### config.mk
export PLATFORM = sky130hd
export DESIGN_NAME = sonic_ranger_multi
export DESIGN_NICKNAME = d
export VERILOG_FILES = /design/src/rtl/sonic_pkg.sv /design/src/rtl/sonic_echo_sync.sv /design/src/rtl/sonic_ranger_multi.sv
export SDC_FILE = /design/constraint.sdc
export NUM_CORES = 1
export LEC_CHECK = 0
export CORE_MARGIN = 2
export CORE_UTILIZATION = 28
export CTS_CLUSTER_SIZE = 12
export DETAILED_ROUTE_END_ITERATION = 16
export PLACE_DENSITY = 0.55
export SLEW_MARGIN = 0
export SYNTH_ARGS = -nofsm -noshare
export SYNTH_HDL_FRONTEND = slang
export SYNTH_SLANG_ARGS = --single-unit
### constraint.sdc
create_clock -name clk -period 6.7 [get_ports clk]
set_input_delay 1.675 -clock clk [delete_from_list [all_inputs] [get_ports clk]]
set_output_delay 1.675 -clock clk [all_outputs]
set_load 0.005 [all_outputs]
### src/rtl/sonic_pkg.sv
// Shared definitions for the multi-channel ultrasonic ranger.
//   state_t  : sequencing FSM states shared by all channels
//   MM_MUL / MM_SHIFT : echo-time (us) to millimetre scaling, mm = us*MM_MUL >> MM_SHIFT
package sonic_pkg;

    typedef enum logic [2:0] {
        IDLE,
        TRIG,
        WAIT_RISE,
        MEAS,
        DONE,
        HOLD
    } state_t;

    // 5650 / 2^15 ~= 1/5.8 mm per microsecond of round-trip echo
    localparam int MM_MUL   = 5650;
    localparam int MM_SHIFT = 15;

endpackage

### src/rtl/sonic_echo_sync.sv
// Echo input conditioning for one sensor channel.
//   clk, rst : system clock, synchronous active-high reset
//   echo     : raw asynchronous echo pin
//   rise     : one-clk pulse on a low-to-high transition of the synchronized echo
//   fall     : one-clk pulse on a high-to-low transition of the synchronized echo
module sonic_echo_sync (
    input  logic clk,
    input  logic rst,
    input  logic echo,
    output logic rise,
    output logic fall
);

    // sh[0] may go metastable, sh[1] is the synchronized level, sh[2] its previous value
    logic [2:0] sh;

    always_ff @(posedge clk) begin
        if (rst) sh <= '0;
        else     sh <= {sh[1:0], echo};
    end

    assign rise =  sh[1] & ~sh[2];
    assign fall = ~sh[1] &  sh[2];

endmodule

### src/rtl/sonic_ranger_multi.sv
// Multi-channel HC-SR04 style ranger. One shared FSM fires each sensor in its own
// round-robin slot, times the echo in 1 us ticks, converts to mm and keeps a
// hysteretic near flag per channel; stop is the registered OR of all near flags.
//   clk, rst   : system clock, synchronous active-high reset
//   enable     : 1 = keep ranging; 0 = finish the current slot, then idle
//   echo       : raw asynchronous echo inputs, one per channel
//   trig       : registered trigger outputs
//   dist_flat  : last distance per channel in mm, ch0 in the LSBs
//   dist_valid : one-clk pulse when a channel result is published
//   dist_ch    : channel of the current dist_valid
//   timeout    : last measurement on that channel timed out
//   near       : per-channel hysteretic near flag
//   stop       : OR of near, registered
module sonic_ranger_multi
    import sonic_pkg::*;
#(
    parameter  int NUM_CH     = 2,
    parameter  int TICK_DIV   = 100,
    parameter  int TRIG_US    = 10,
    parameter  int SLOT_US    = 60000,
    parameter  int TIMEOUT_US = 30000,
    parameter  int DIST_W     = 16,
    parameter  int STOP_MM    = 400,
    parameter  int HYST_MM    = 50,
    localparam int CH_W       = (NUM_CH > 1) ? $clog2(NUM_CH) : 1
) (
    input  logic                     clk,
    input  logic                     rst,
    input  logic                     enable,
    input  logic [NUM_CH-1:0]        echo,
    output logic [NUM_CH-1:0]        trig,
    output logic [NUM_CH*DIST_W-1:0] dist_flat,
    output logic                     dist_valid,
    output logic [CH_W-1:0]          dist_ch,
    output logic [NUM_CH-1:0]        timeout,
    output logic [NUM_CH-1:0]        near,
    output logic                     stop
);

    localparam int PW = (TICK_DIV > 1) ? $clog2(TICK_DIV) : 1;
    // slot counter must survive a late rise plus a full-length echo before HOLD
    localparam int SW = $clog2(SLOT_US + TRIG_US + 2*TIMEOUT_US + 2);
    localparam int EW = $clog2(TIMEOUT_US + 1);

    // ---------------- 1 us tick prescaler (free-running) ----------------
    logic [PW-1:0] presc;
    logic          tick;

    assign tick = (presc == PW'(TICK_DIV-1));

    always_ff @(posedge clk) begin
        if (rst)       presc <= '0;
        else if (tick) presc <= '0;
        else           presc <= presc + PW'(1);
    end

    // ---------------- echo synchronizers ----------------
    logic [NUM_CH-1:0] ech_rise, ech_fall;

    sonic_echo_sync u_sync [NUM_CH-1:0] (
        .clk  (clk),
        .rst  (rst),
        .echo (echo),
        .rise (ech_rise),
        .fall (ech_fall)
    );

    // ---------------- FSM state ----------------
    state_t          state;
    logic [CH_W-1:0] ch, ch_nxt;
    logic [SW-1:0]   slot_cnt;   // ticks since TRIG entry
    logic [EW-1:0]   echo_cnt;   // wait ticks in WAIT_RISE, echo ticks in MEAS
    logic            to_flag;
    logic            rise_pend;  // echo rose while the trigger was still high
    logic            ch_rise, ch_fall;

    assign ch_rise = ech_rise[ch];
    assign ch_fall = ech_fall[ch];
    assign ch_nxt  = (ch == CH_W'(NUM_CH-1)) ? '0 : ch + CH_W'(1);

    // ---------------- conversion ----------------
    logic [31:0]       prod, mm32;
    logic [DIST_W-1:0] mm;

    assign prod = 32'(echo_cnt) * 32'(MM_MUL);
    assign mm32 = prod >> MM_SHIFT;
    assign mm   = ((mm32 >> DIST_W) != 32'd0) ? '1 : mm32[DIST_W-1:0];

    always_ff @(posedge clk) begin
        if (rst) begin
            state      <= IDLE;
            ch         <= '0;
            slot_cnt   <= '0;
            echo_cnt   <= '0;
            to_flag    <= 1'b0;
            rise_pend  <= 1'b0;
            trig       <= '0;
            dist_flat  <= '1;
            dist_valid <= 1'b0;
            dist_ch    <= '0;
            timeout    <= '0;
            near       <= '0;
            stop       <= 1'b0;
        end else begin
            dist_valid <= 1'b0;
            stop       <= |near;
            if (tick && state != IDLE) slot_cnt <= slot_cnt + SW'(1);

            case (state)
                IDLE: begin
                    if (enable && tick) begin
                        state     <= TRIG;
                        slot_cnt  <= '0;
                        echo_cnt  <= '0;
                        to_flag   <= 1'b0;
                        rise_pend <= 1'b0;
                        trig[ch]  <= 1'b1;
                    end
                end

                TRIG: begin
                    // A level already high at entry never produces ch_rise, so
                    // only a fresh transition arms the measurement here.
                    if (tick) echo_cnt <= echo_cnt + EW'(1);
                    if (ch_rise) begin
                        rise_pend <= 1'b1;
                        echo_cnt  <= '0;
                    end else if (ch_fall) begin
                        rise_pend <= 1'b0;
                    end
                    if (tick && slot_cnt == SW'(TRIG_US-1)) begin
                        trig <= '0;
                        if (ch_rise || (rise_pend && !ch_fall)) begin
                            state <= MEAS;
                        end else begin
                            state    <= WAIT_RISE;
                            echo_cnt <= '0;
                        end
                    end
                end

                WAIT_RISE: begin
                    if (ch_rise) begin
                        state    <= MEAS;
                        echo_cnt <= '0;
                    end else if (echo_cnt == EW'(TIMEOUT_US)) begin
                        state   <= DONE;
                        to_flag <= 1'b1;
                    end else if (tick) begin
                        echo_cnt <= echo_cnt + EW'(1);
                    end
                end

                MEAS: begin
                    // The tick on the fall-detect clk is still counted so that a
                    // pulse of N*TICK_DIV clks always yields exactly N.
                    if (echo_cnt == EW'(TIMEOUT_US)) begin
                        state   <= DONE;
                        to_flag <= 1'b1;
                    end else begin
                        if (tick)    echo_cnt <= echo_cnt + EW'(1);
                        if (ch_fall) state    <= DONE;
                    end
                end

                DONE: begin
                    dist_valid <= 1'b1;
                    dist_ch    <= ch;
                    if (to_flag) begin
                        dist_flat[int'(ch)*DIST_W +: DIST_W] <= '1;
                        timeout[ch] <= 1'b1;
                        near[ch]    <= 1'b0;
                    end else begin
                        dist_flat[int'(ch)*DIST_W +: DIST_W] <= mm;
                        timeout[ch] <= 1'b0;
                        if (mm32 < 32'(STOP_MM))                 near[ch] <= 1'b1;
                        else if (mm32 >= 32'(STOP_MM + HYST_MM)) near[ch] <= 1'b0;
                    end
                    state <= HOLD;
                end

                HOLD: begin
                    // >= covers a measurement that ran past the nominal slot end
                    if (tick && slot_cnt >= SW'(SLOT_US-1)) begin
                        ch        <= ch_nxt;
                        slot_cnt  <= '0;
                        echo_cnt  <= '0;
                        to_flag   <= 1'b0;
                        rise_pend <= 1'b0;
                        if (enable) begin
                            state        <= TRIG;
                            trig[ch_nxt] <= 1'b1;
                        end else begin
                            state <= IDLE;
                        end
                    end
                end

                default: state <= IDLE;
            endcase
        end
    end

endmodule

# After elaboration in Yosys (flattened, before gate mapping)
# Index checks and enable logic that the tools add are counted.
[word_totals]
reg_bits = 92
latch_bits = 0
ramBits = 0
rom_bits = 0
inputBits = 5
out_inout_bits = 41
wordCells = 140
memories = 0
[op_classes]
add_sub_neg = 5
mul = 1
div = 0
n_lt_le_gt_ge = 7
eq_ne = 16
n_shift = 3
muxes = 53
bitwise_logic = 15
n_reduce_logical = 24
[ops]
columns = ["cell", "n"]
rows = [
  ["$mux W15", 8],
  ["$pmux W15 S5", 1],
  ["$bwmux W32", 2],
  ["$mux W17", 3],
  ["$pmux W17 S2", 1],
  ["$neg A5 Y33", 1],
  ["$shift A16 B33 Y32 const A", 1],
  ["$shiftx A16 B33 Y32", 1],
  ["$shiftx A16 B33 Y32 const A", 1],
  ["$mux W32", 1],
  ["$mul A15 B12 Y27 const B", 1],
  ["$mux W3", 7],
  ["$pmux W3 S6", 1],
  ["$add A17 B1 Y17 const B", 1],
  ["$eq A17 B4 Y1 const B", 1],
  ["$ge A17 B16 Y1 const B", 1],
  ["$mux W1", 16],
  ["$mux W2", 8],
  ["$add A15 B1 Y15 const B", 1],
  ["$eq A15 B15 Y1 const B", 1],
  ["$ge A13 B9 Y1 const B", 1],
  ["$lt A13 B9 Y1 const B", 1],
  ["$ne A2 B2 Y1 const B", 5],
  ["$reduce_and A5 Y1", 2],
  ["other kinds (29)", 57],
]

# Depth between registers and ports, before layout
[depth]
depth_word = 10
mapped_depth = 17
mapped_depth_nobuf = 16

# Modules after synthesis
# Synthesis repeated with hierarchy kept, for this count alone.
[unflattened]
hier_cells = 750
area_unflattened_um2 = 6551.3
[by_module_without_submodules]
columns = ["module", "n_inst", "cells_per_inst", "area_per_inst_um2", "seq_area_each_um2"]
rows = [
  ["sonic_ranger_multi", 1, 734, 6368.6, 1641.6],
  ["sonic_echo_sync", 2, 8, 91.3, 60.1],
]

# Worst setup path after synthesis
# OpenSTA, ideal clock, no wires.
[synth_timing]
path_kind = "flip-flop to flip-flop"
start = "reg echo_cnt[5]"
end = "reg (tool-made name)"
setup_ps = 74
arrival_ps = 4512
t_required_ps = 6626
setup_slack_ps = 2113
stages_incl_launch_ff = 14
period_less_slack_ps = 4587
path_cell_list = "dfxtp_1 ha_1 fa_1 fa_1 fa_1 ha_1 ha_1 and4_1 o2111ai_4 o211a_1 o311a_1 o311ai_2 nand3_1 a31oi_1"
[synth_rtl]
columns = ["item", "line_no", "text"]
rows = [
  ["start: declaration", "sonic_ranger_multi.sv:72", "logic [EW-1:0] echo_cnt;"],
  ["start signal: assignment", "sonic_ranger_multi.sv:124", "if (tick) echo_cnt <= echo_cnt + EW'(1);"],
  ["start signal: assignment", "sonic_ranger_multi.sv:150", "echo_cnt <= echo_cnt + EW'(1);"],
  ["start signal: assignment", "sonic_ranger_multi.sv:161", "if (tick) echo_cnt <= echo_cnt + EW'(1);"],
]

==> results.yml <==
finish:
  fill_cells: 2560
  syn_to_final_growth_pct: 14.0
  final-seq-area_mm2: 0.00176
  drive_above_1_share: 0.0613
  nNetsFinal: 912
  diodes: 0
  multi_input_area_mm2: 0.00460
drt:
  drc: 0
  ant_nets: 0
  firstDrtPassIters: 4
  wl_per_cell_um: 14.2
  route.vias.total: 5593
  finalWirelength_um: 15900
  drt-initial-drc-count: 297
  detail_route.vias_per_cell: 4.98
timing:
  tightestPinTransition_ps: 927
  slew-limit-headroom: 0.382
  hold_viol: 0
  skew_ps: 7.36
  hold_slack_ps: 444
  grt_setup_unrepaired: "false"
  finalSetupViolations: 0
  slew_viol_final: 0
  fin_crit_ps: 5170
  max_freq_ghz: 0.193
  setup_tns_ps: 0
  post-route-period-util: 0.772
setup_path:
  reg2regPathDepth: 14
  crit_type: "flop to flop"
  r2r-start: "echo_cnt[4]"
  critPathMaxStageDelay_ps: 550
  start_kind: "flop"
  cp.required_ps: 6980
  critPathArrivalTime_ps: 5450
  cpMaxStageDelayCell: "fa_1"
  cp-end-kind: "flop"
  path_max_fanout: 10
  crit_chain: "ha_1 > fa_1 > fa_1 > fa_1 > ha_1 > ha_1 > a211o_1 > nand2_2 > a2bb2o_4 > nor4_1 > o31ai_1 > o32ai_1 > nand3_1 > a31oi_1"
  r2r_slack_ps: 1530
place:
  port_buffers: 45
  globalplace.congestion: 0.835
  hpwl_um: 12200
global_route:
  grt_antenna_before_repair: 0
  grt_pass1_vias: 5331
  grt_max_degree: 55
  track_usage: 0.129
  grt_pass1_wl_um: 27300
  gr-total-overflow: 0
cts:
  clk-insertion-delay-late_ps: 350
  cts_buffer_depth: 2
  cts-resized-gates: 0
  cts_root_buffer: "clkbuf_16"
  cts_tree: "done"
  cts_made_buffers: 9
  h-tree-depth: 3
  path_clk_slew_ps: 70
  post_cts_buffers: 0
  cts_num_sinks: 88
  ctsHoldBuffers: 0
power:
  vdd.ir_drop.worst_mv: 0.0976
  p_per_area_mw_per_mm2: 134
  p_leak_uw: 0.00341
  total_power_uw: 1040
synth:
  synth_top_flop_cell: "dfxtp_1"
  async_flop_share: 0
  synth_edf_count: 0
  synth_top_area_share: 0.258
  synth_area_per_cell_um2: 8.85
  ys_ff_latch: 88
  yosysMostFrequentCell: "dfxtp_1"
  synth-seq-area-share: 0.258
  netlist_instances: 770
  yosys_warnings: 0
  synthesis.nets: 888
  synth_cell_types: 85
  yosysTopAreaCell: "dfxtp_1"
  synthTopCellsByCount: "88 x dfxtp_1, 87 x ha_1, 68 x inv_1, 63 x nor2_1, 53 x nand2_1"
  syn_area_mm2: 0.00682
  yosys-top-cells-area: "dfxtp_1 26%, ha_1 16%, fa_1 7.6%, inv_1 3.7%, nor2_1 3.5%"
die:
  io_pins: 46
  initial_core_util: 0.283
  dieArea_mm2: 0.0256
  die_w_um: 160
  core_mm2: 0.0241
  die_h_um: 160
  rows: 57
hold_path:
  min_path_type: "flop to flop"
  hold_path_startpoint: "u_sync[1].sh[0]"
  holdPathEnd: "u_sync[1].sh[1]"
  whs_path_depth: 1
run:
  drv_cap: 0
status:
  status: "complete, no violations"
==> stage by stage <==
step	instances	setup slack [ps]	cell area [µm²]	utilization
floorplan	770	2110	6820	-
global placement	1107	1580	7490	0.311
detailed placement	1107	1610	7490	0.311
CTS	1123	1580	7770	0.322
global route	1123	1220	7770	0.322
finish	1123	1530	7770	0.322
==> cells by family after synthesis <==
family,after synthesis,share of synthesized area
AO/OA/AOI/OAI,182,0.197
XOR/XNOR,31,0.0398
adder cells (fa/ha/maj),113,0.236
buffers and inverters,102,0.0661
flip-flops,88,0.258
multiplexers,4,0.00789
AND/OR/NAND/NOR,250,0.194
==> layout by cell type (no fill, tap or decap), types with 5 or more instances in the layout <==
cell and count:
dfxtp_1 88, ha_1 87, inv_1 68, nor2_1 63, nand2_1 53, clkdlybuf4s50_1 44
a21oi_1 43, fa_1 26, nand2b_1 22, nand3_1 20, xor2_1 19, o21ai_0 18
and3_1 14, nor3_1 14, nand4_1 13, o22a_1 13, o22ai_1 12, xnor2_1 12
a311oi_1 11, a21o_1 10, clkbuf_16 9, nor2b_1 7, a211o_1 6, a31oi_1 6
a211oi_1 6, o211ai_1 5, o21a_1 5, or2_2 5, o2111ai_1 5
==> critical path, delay by kind of cell, from the launching register on <==
kind | cells | cell delay (ps)
flip-flops | 1 | 540
AND/OR/NAND/NOR | 3 | 810
AO/OA/AOI/OAI | 5 | 1300
adder cells (fa/ha/maj) | 6 | 2440
==> flip-flops by register name (all words and copies together), names as in the netlist, named ones only <==
| name | count |
|---|---|
| ch | 1 |
| dist_ch | 1 |
| dist_flat | 28 |
| dist_valid | 1 |
| echo_cnt | 15 |
| presc | 7 |
| rise_pend | 1 |
| slot_cnt | 17 |
| state | 3 |
| stop | 1 |
| to_flag | 1 |
| trig | 2 |
| u_sync.sh | 6 |
==> routing by layer <==
layer,vias to the layer above,part of all wire,routed length [µm],global-route usage
li1,2826,-,-,-
met1,2653,0.50,7890,0.179
met2,105,0.45,7190,0.203
met3,9,0.042,668,0.0239
met4,0,0.012,185,0.0381
met5,-,0,0,0
==> power by group <==
| group | internal [µW] | total, µW | switching [µW] |
|---|---|---|---|
| Sequential | 526 | 527 | 1.81 |
| Clock | 265 | 493 | 228 |
| Combinational | 8.19 | 21.1 | 12.9 |
| Total | 799 | 1040 | 243 |
==> how the worst max path moves through the flow <==
| stage | startpoint | to | slack, ps | cells after the start |
|---|---|---|---|---|
| finish | echo_cnt[4] | flop | 1530 | 14 |
| floorplan | echo_cnt[5] | flop | 2110 | 13 |
| detailed placement | echo_cnt[4] | flop | 1610 | 14 |
| global placement | echo_cnt[4] | flop | 1580 | 14 |
| CTS | echo_cnt[4] | flop | 1580 | 14 |
| global route | echo_cnt[4] | flop | 1220 | 14 |
==> final cells by class <==
type                       instances  area share
inverter                          68      0.0329
multi-input combinational        580       0.593
clock buffer                      11      0.0312
timing repair buffer              47      0.0593
sequential                        88       0.227
tap                              324      0.0522
clock inverter                     5     0.00515
Power figures use the tool's default switching activity.
